**src/rtl/fetch_stage.sv**
```systemverilog
// Instruction fetch front end: owns the PC, issues one imem read at a time and
// presents fetched words to decode through an output register plus a 1-entry skid.
module fetch_stage (
    input  logic        clk,
    input  logic        rst_n,
    input  logic        stall,
    input  logic        redirect,
    input  logic [15:0] redirect_pc,
    output logic        imem_req,
    output logic [15:0] imem_addr,
    input  logic        imem_ready,
    input  logic        imem_rvalid,
    input  logic [15:0] imem_rdata,
    output logic        f_valid,
    output logic [15:0] f_instruction,
    output logic [15:0] f_pc_plus2,
    output logic        halted
);

    typedef enum logic [1:0] {StReq, StWait, StHalt} state_e;

    state_e      state_q, state_d;
    logic [15:0] pc_q, pc_d;
    logic [15:0] req_pc_q, req_pc_d;
    logic        out_valid_q, out_valid_d;
    logic [15:0] out_instr_q, out_instr_d;
    logic [15:0] out_pc2_q, out_pc2_d;
    logic        skid_valid_q, skid_valid_d;
    logic [15:0] skid_instr_q, skid_instr_d;
    logic [15:0] skid_pc2_q, skid_pc2_d;
    logic        drop_q, drop_d;

    logic        issue;
    logic        accept;
    logic        consume;
    logic        resp_live;
    logic [15:0] resp_pc2;

    // rst_n gates the request so nothing is presented to memory during reset.
    assign issue     = rst_n && (state_q == StReq) && !redirect && !skid_valid_q;
    assign accept    = issue && imem_ready;
    assign consume   = !stall && out_valid_q;
    assign resp_live = (state_q == StWait) && imem_rvalid && !drop_q;
    assign resp_pc2  = req_pc_q + 16'd2;

    assign imem_req      = issue;
    assign imem_addr     = pc_q;
    assign f_valid       = out_valid_q;
    assign f_instruction = out_instr_q;
    assign f_pc_plus2    = out_pc2_q;
    assign halted        = (state_q == StHalt);

    always_comb begin
        state_d      = state_q;
        pc_d         = pc_q;
        req_pc_d     = req_pc_q;
        out_valid_d  = out_valid_q;
        out_instr_d  = out_instr_q;
        out_pc2_d    = out_pc2_q;
        skid_valid_d = skid_valid_q;
        skid_instr_d = skid_instr_q;
        skid_pc2_d   = skid_pc2_q;
        drop_d       = drop_q;

        if (redirect) begin
            pc_d         = {redirect_pc[15:1], 1'b0};
            out_valid_d  = 1'b0;
            skid_valid_d = 1'b0;
            state_d      = StReq;
            // A response arriving with the redirect is simply discarded; only a
            // still-pending one needs to be dropped later.
            if ((state_q == StWait) && !imem_rvalid) begin
                drop_d = 1'b1;
            end else if (imem_rvalid) begin
                drop_d = 1'b0;
            end
        end else begin
            if (consume) begin
                out_valid_d = skid_valid_q;
                if (skid_valid_q) begin
                    out_instr_d = skid_instr_q;
                    out_pc2_d   = skid_pc2_q;
                end
                skid_valid_d = 1'b0;
            end

            if (imem_rvalid && drop_q) begin
                drop_d = 1'b0;
                if (state_q == StWait) begin
                    state_d = StReq;
                end
            end

            unique case (state_q)
                StReq: begin
                    if (accept) begin
                        req_pc_d = pc_q;
                        pc_d     = pc_q + 16'd2;
                        state_d  = StWait;
                    end
                end
                StWait: begin
                    if (resp_live) begin
                        if (!out_valid_q || consume) begin
                            out_valid_d = 1'b1;
                            out_instr_d = imem_rdata;
                            out_pc2_d   = resp_pc2;
                        end else begin
                            skid_valid_d = 1'b1;
                            skid_instr_d = imem_rdata;
                            skid_pc2_d   = resp_pc2;
                        end
                        state_d = (imem_rdata[15:12] == 4'hF) ? StHalt : StReq;
                    end
                end
                StHalt: begin
                    state_d = StHalt;
                end
                default: begin
                    state_d = StReq;
                end
            endcase
        end
    end

    always_ff @(posedge clk or negedge rst_n) begin
        if (!rst_n) begin
            state_q      <= StReq;
            pc_q         <= 16'h0000;
            req_pc_q     <= 16'h0000;
            out_valid_q  <= 1'b0;
            out_instr_q  <= 16'h0000;
            out_pc2_q    <= 16'h0000;
            skid_valid_q <= 1'b0;
            skid_instr_q <= 16'h0000;
            skid_pc2_q   <= 16'h0000;
            drop_q       <= 1'b0;
        end else begin
            state_q      <= state_d;
            pc_q         <= pc_d;
            req_pc_q     <= req_pc_d;
            out_valid_q  <= out_valid_d;
            out_instr_q  <= out_instr_d;
            out_pc2_q    <= out_pc2_d;
            skid_valid_q <= skid_valid_d;
            skid_instr_q <= skid_instr_d;
            skid_pc2_q   <= skid_pc2_d;
            drop_q       <= drop_d;
        end
    end

endmodule

```
**config.mk**
```make
export PLATFORM = sky130hd
export DESIGN_NAME = fetch_stage
export DESIGN_NICKNAME = d
export VERILOG_FILES = /design/src/rtl/fetch_stage.sv
export SDC_FILE = /design/constraint.sdc
export NUM_CORES = 1
export LEC_CHECK = 0
export ABC_AREA = 1
export CAP_MARGIN = 10
export CORE_ASPECT_RATIO = 1.1
export CORE_UTILIZATION = 55
export DETAILED_ROUTE_END_ITERATION = 8
export PLACE_DENSITY = 0.87
export SKIP_CTS_REPAIR_TIMING = 1
export SYNTH_ARGS = -nofsm -noshare
export SYNTH_HDL_FRONTEND = slang
export SYNTH_SLANG_ARGS = --single-unit
```
**constraint.sdc**
```tcl
create_clock -name clk -period 3.7 [get_ports clk]
set_clock_uncertainty 0.05 [all_clocks]
set_input_delay 0.37 -clock clk [delete_from_list [all_inputs] [get_ports clk]]
set_output_delay 0.37 -clock clk [all_outputs]
set_load 0.1 [all_outputs]
```
; ---- Word-level counts from Yosys, hierarchy flattened
; Cells that the tools add are included.
[totals]
reg_bits = 101
in_bits = 38
elab_cells = 76
[classes]
add_sub_neg = 2
eq_ne = 4
muxes = 34
bitwise = 2
reduce_logical = 24
[op_table]
columns = operator, count
row1 = two-way mux 16 bit, 13
row2 = "adder 16 x 2 -> 16 bit, second input constant", 2
row3 = two-way mux 1 bit, 14
row4 = two-way mux 2 bit, 6
row5 = logical AND 1 bit, 9
row6 = zero test 1 bit, 6
row7 = one-hot mux 2 bit (3 select lines), 1
row8 = nonzero test 2 bit, 3
row9 = "equality test 4 bit, second input constant", 1
row10 = AND reduction 2 bit, 2
row11 = AND reduction 4 bit, 1
row12 = "inequality test 3 x 1 -> 1 bit, second input constant", 1
row13 = AND reduction 3 bit, 1
row14 = "equality test 2 x 1 -> 1 bit, second input constant", 1
row15 = "equality test 2 bit, second input constant", 1
row16 = zero test 2 bit, 1
row17 = NOT 1 bit, 2
row18 = logical OR 1 bit, 1

; ---- Logic depth before layout (Yosys ltp)
[logic_depth]
depth_word = 8
depth_mapped = 10
mapped_depth_nobuf = 10

; ---- Worst setup path after synthesis
; No wires, ideal clock.
[synth_timing]
path_type = reg2reg
from = register out_valid_q, in the netlist f_valid
to = register out_instr_q[0], in the netlist f_instruction[0]
setup_ps = 113
arrival_ps = 1989
t_required_ps = 3537
slack_ps = 1548
path_stages_with_launch = 9
synth_period_minus_slack_ps = 2152
path_cell_list = dfrtp_1 -> nand2_1 -> nand3_2 -> nand2_1 -> nand2_2 -> buf_2 -> nand2_1 -> nand2_1 -> inv_1
[synth_between]
elab_chain_len = 5
word_cells_on_any_way = 7
cone_classes = 4 x mux / 3 x reduce/logical
[synth_lines]
columns = element, line_no
row1 = "start, declared", 25  ; logic out_valid_q, out_valid_d;
row2 = "start signal, assigned", 142  ; out_valid_q <= out_valid_d;
row3 = logical AND 1 bit or zero test 1 bit (tied branches), "42, 104"
row4 = two-way mux 16 bit or logical OR 1 bit (tied branches), "78, 104"
row5 = two-way mux 16 bit, 104  ; if (!out_valid_q || consume) begin
row6 = two-way mux 16 bit, 103  ; if (resp_live) begin
row7 = two-way mux 16 bit (*), 94  ; unique case (state_q)
row8 = "end signal, assigned", 143  ; out_instr_q <= out_instr_d;
row9 = "end, declared", 26  ; logic [15:0] out_instr_q, out_instr_d;
; Every way passes the cells marked *; elsewhere a longest branch is shown, timed or not.
; A chain may end at the register's enable or synchronous reset.

; ---- Worst setup path in the final report
[layout_timing]
from = register state_q[0]
to = output port halted
[layout_between]
elab_chain_len = 1
[layout_lines]
columns = element, line_no
row1 = "start, declared", 22  ; state_e state_q, state_d;
row2 = "start signal, assigned", 128  ; state_q <= StReq;
row3 = "start signal, assigned", 139  ; state_q <= state_d;
row4 = equality test 2 bit, 51  ; assign halted = (state_q == StHalt);
row5 = "end, declared", 17  ; output logic halted
; No other way between the ends.

==> results.md <==
Pwr:
- The worst-case IR drop observed on VDD is 300.2 uV.
- For this design the ratio of total power to cell area is 621.0 nW/um2.
- The cell-internal power is 0.002055 W.
- The standby leakage power is 3.236 nW.
- Of the total power, the clock network draws 0.202.
- The switching component of the power is 0.001822 W.
- The portion of total power attributed to sequential cells is 0.359.
- The share of total power dissipated in combinational logic is 0.440.
- The switching part of the total power is 0.4699.

Critical path:
- Walking the worst path, the cells encountered are inv_1, nand2_1, inv_1, clkdlybuf4s50_1.
- The largest fanout on the critical path is 3.
- Tracing the worst setup path back leads to its startpoint at state_q[0].
- The slowest stage of the critical path belongs to the cell clkdlybuf4s50_1.
- The path type of the worst setup path is reg2out.
- Data on the critical path is required at its endpoint by 3280 ps.
- The worst register-to-register path begins at state_q[1].
- The worst setup path is captured at an output port.
- The critical path data arrival time is 2170 ps.
- The nature of the critical path startpoint is a flip-flop.
- The worst register-to-register path has a depth of 5.
- In this design, the critical path's most frequently occurring cell is inv_1.
- The kind of cell with the highest combined delay along the critical path is buffers and inverters.
- The critical path contains buffers and inverters numbering 3 combined.
- The critical path runs through a total of 4 cells.
- The worst stage delay on the critical path is 1130 ps.

Synth:
- The post-synthesis sequential area ratio is 0.4815.
- Counting flops and latches in the post-synthesis netlist gives 98.
- A synthesized cell averages 7.371 um2.
- Synthesis produced 691 cells.
- The synthesized netlist contains 31 unique library cells.
- Yosys printed 0 warnings.
- Counting every net in the synthesized netlist gives 731.
- After synthesis the cells add up to 5094 um2.

Placement:
- The worst slack at placement is 1094 ps.
- The final weighted congestion of routability-driven global placement is 0.8569.
- The HPWL reported at the end of detailed placement is 8806 um.
- The number of placed cells counting well taps is 872.
- The post-place instance area is 6005 um2.
- The quantity of I/O buffers inserted on ports is 86.

Route:
- The total length of routed met3 wires is 683 um.
- Wires add up to 12360 um.
- In the routed design, unresolved DRC markers number 0.
- The number of vias per cell after detailed routing is 5.313.
- The number of iterations in the first detailed-routing pass is 4.
- After detailed routing, the met2 layer carries 6109 um of wire.
- The total via count in the routed design is 4723.
- The detailed router's first-iteration violation count is 279.
- The remaining antenna violation count after routing is 0.
- In the final routing, the length of wire on met1 measures 5157 um.
- The top routing layer in use is met4.
- Dividing the detail-routed wire length by the instance count gives 13.90 um.

Timing:
- The total count of hold-check failures in the final report is 0.
- For the pin with the worst max-slew slack, the measured transition is 1004 ps.
- The share of the clock period used by the worst path after layout is 0.6994.
- The final total negative setup slack is 0 ps.
- The achievable frequency is 386.4 MHz.
- The smallest clock period supported by the final layout is computed as 2588 ps.
- The max-slew violation count is 0.
- In this run the tightest slew margin relative to its limit is 0.3286.
- Setup repair after global routing left no endpoint under its margin.
- Setup violations remaining at the end of the flow were counted as 0.
- In the post-route analysis, the smallest setup slack over all paths is 1112 ps.

Die:
- The I/O pin count is 89.
- For this configuration, the core starts out at a cell density of 0.5711.
- The area enclosed by the die boundary is 9650 um2.
- After floorplanning, the core was divided into 36 placement rows.
- The chip height is 102.9 um.
- The die is 93.76 um wide.
- The core region is 8919 um2.

Finish:
- The area added between synthesis and finish is 22.57%.
- For this run, the share of the core covered by cells in the final layout is 0.7001.
- In the final layout, the share of cells above drive strength 1 is 0.04774.
- Fill cells in the final layout number 717.
- The final cell count without fillers is 889.
- 0 antenna diodes ended up in the layout.
- In the final design database the tool counted 810 nets.
- The finished layout cell area is 6243 um2.

Clock network:
- The H-tree generated during clock tree synthesis spans 3 levels.
- The CTS sink count is 98.
- The clock insertion delay at the later pin of the skew report is 370 ps.
- After clock tree synthesis, the clock-pin slew on the worst setup and hold paths is 90 ps.
- The clock tree root driver cell is clkbuf_8.
- Counting along the longest clock path gives a buffer depth of 2.
- TritonCTS created 9 clock buffers.
- The TritonCTS clock tree is yes.

GRT:
- The global-route wire length before repair is 20420 um.
- Entering global routing, the biggest net connects 52 pins.
- The initial antenna violation count is 0.
- The overall global routing resource usage is 0.2704.
- The number of global-route vias before repair came to 4535.
- Summed over all layers, the global routing overflow is 0.

Outcome:
- The run finished with clean final reports.

Min path:
- The cell count of the worst hold path is 2.
- In this run the most critical hold path is launched from skid_pc2_q[3].
- The worst hold path belongs to the class reg2reg.

Run:
- The tool flagged a number of max-cap violations equal to 0.
[kinds of logic (layout without fill, tap and decap cells)]
kind of cell    Yosys count  count (layout)  share of synthesized area
xor+xnor                  7               7                    0.01204
buf+inv                 144             228                     0.1150
other cells               1               1                  0.0007362
flops                    98              98                     0.4815
compound gates          100             100                     0.1135
fa+ha+maj                 2               2                   0.004912
simple gates            339             339                     0.2724
[area by class of cell]
class / count / area (um2) / area share
clock inverters: 4 / 73.82 / 0.01182
well taps: 114 / 142.6 / 0.02285
flip-flops and latches: 98 / 2452 / 0.3928
clock buffers: 12 / 155.1 / 0.02485
inverters: 118 / 445.4 / 0.07134
repair buffers: 94 / 918.4 / 0.1471
multi-input cells: 449 / 2056 / 0.3293
[metal layers]
layer  GRT usage  up-vias
li1            -     2308
met5           0        -
met4      0.1337        0
met2      0.4666      177
met3     0.04425       32
met1      0.3301     2206
[cell usage in the layout (no fill, tap or decap), types with 2 or more instances in the layout]
cell type / count
nand2_1: 242
inv_1: 113
dfrtp_1: 98
clkdlybuf4s50_1: 84
o21ai_0: 67
nand3_1: 48
nor2_1: 32
o211ai_1: 25
clkbuf_8: 11
buf_4: 9
nand4_1: 6
nor3_1: 5
xor2_1: 5
inv_2: 3
a21oi_1: 3
o21ai_2: 3
xnor2_1: 2
ha_1: 2
bufinv_16: 2
[power groups by stage]
stage | clock network [W] | registers, W | logic [W]
2_1_floorplan | 0 | 0.00231 | 0.000351
3_3_place_gp | 0 | 0.00140 | 0.00167
3_5_place_dp | 0 | 0.00141 | 0.00170
4_1_cts | 0.000789 | 0.00139 | 0.00171
5_1_grt | 0.000839 | 0.00141 | 0.00180
6_report | 0.000782 | 0.00139 | 0.00171
[worst min-delay path, cell delays in order, from the launching register on]
cell and delay (ps):
dfrtp_1 350, nand2_1 50, o21ai_0 60
[sequential cells by signal (all words and copies together), names as in the netlist, 2 cells and up]
signal         flops
imem_addr         15
f_instruction     16
skid_instr_q      16
state_q            2
req_pc_q          15
f_pc_plus2        16
skid_pc2_q        15
[final timing paths]
path	to	slack [ps]
min in group asynchronous	skid_instr_q[2]	500
hold / removal	skid_pc2_q[3]	440
max in group asynchronous	f_pc_plus2[10]	2030
hold reg to reg	skid_pc2_q[3]	440
setup reg to reg	skid_instr_q[11]	1570
setup / recovery	halted	1110
[Yosys cell counts, drive strengths merged]
library cell | n | share of area
nor3 | 6 | 0.0081
nor2 | 34 | 0.027
nand4 | 6 | 0.0074
nand3 | 49 | 0.049
or2 | 1 | 0.0012
a21oi | 3 | 0.0029
a31oi | 1 | 0.0012
ha | 2 | 0.0049
buf | 14 | 0.019
nand2 | 243 | 0.18
clkbuf | 12 | 0.0088
xnor2 | 2 | 0.0034
conb | 1 | 0.00074
xor2 | 5 | 0.0086
o211ai | 25 | 0.037
o21ai | 70 | 0.071
dfrtp | 98 | 0.48
clkinv | 1 | 0.00074
o31ai | 1 | 0.0015
inv | 117 | 0.087
[per-stage QoR]
stage / power, W / hold slack [ps]
floorplan: 0.002665 / 24.41
global placement: 0.003071 / 361.6
detailed placement: 0.003111 / 366.4
CTS: 0.003887 / -28.46
global route: 0.004051 / 451.3
finish: 0.003877 / 440.2
Note: power is estimated with default switching activity, not from simulation.
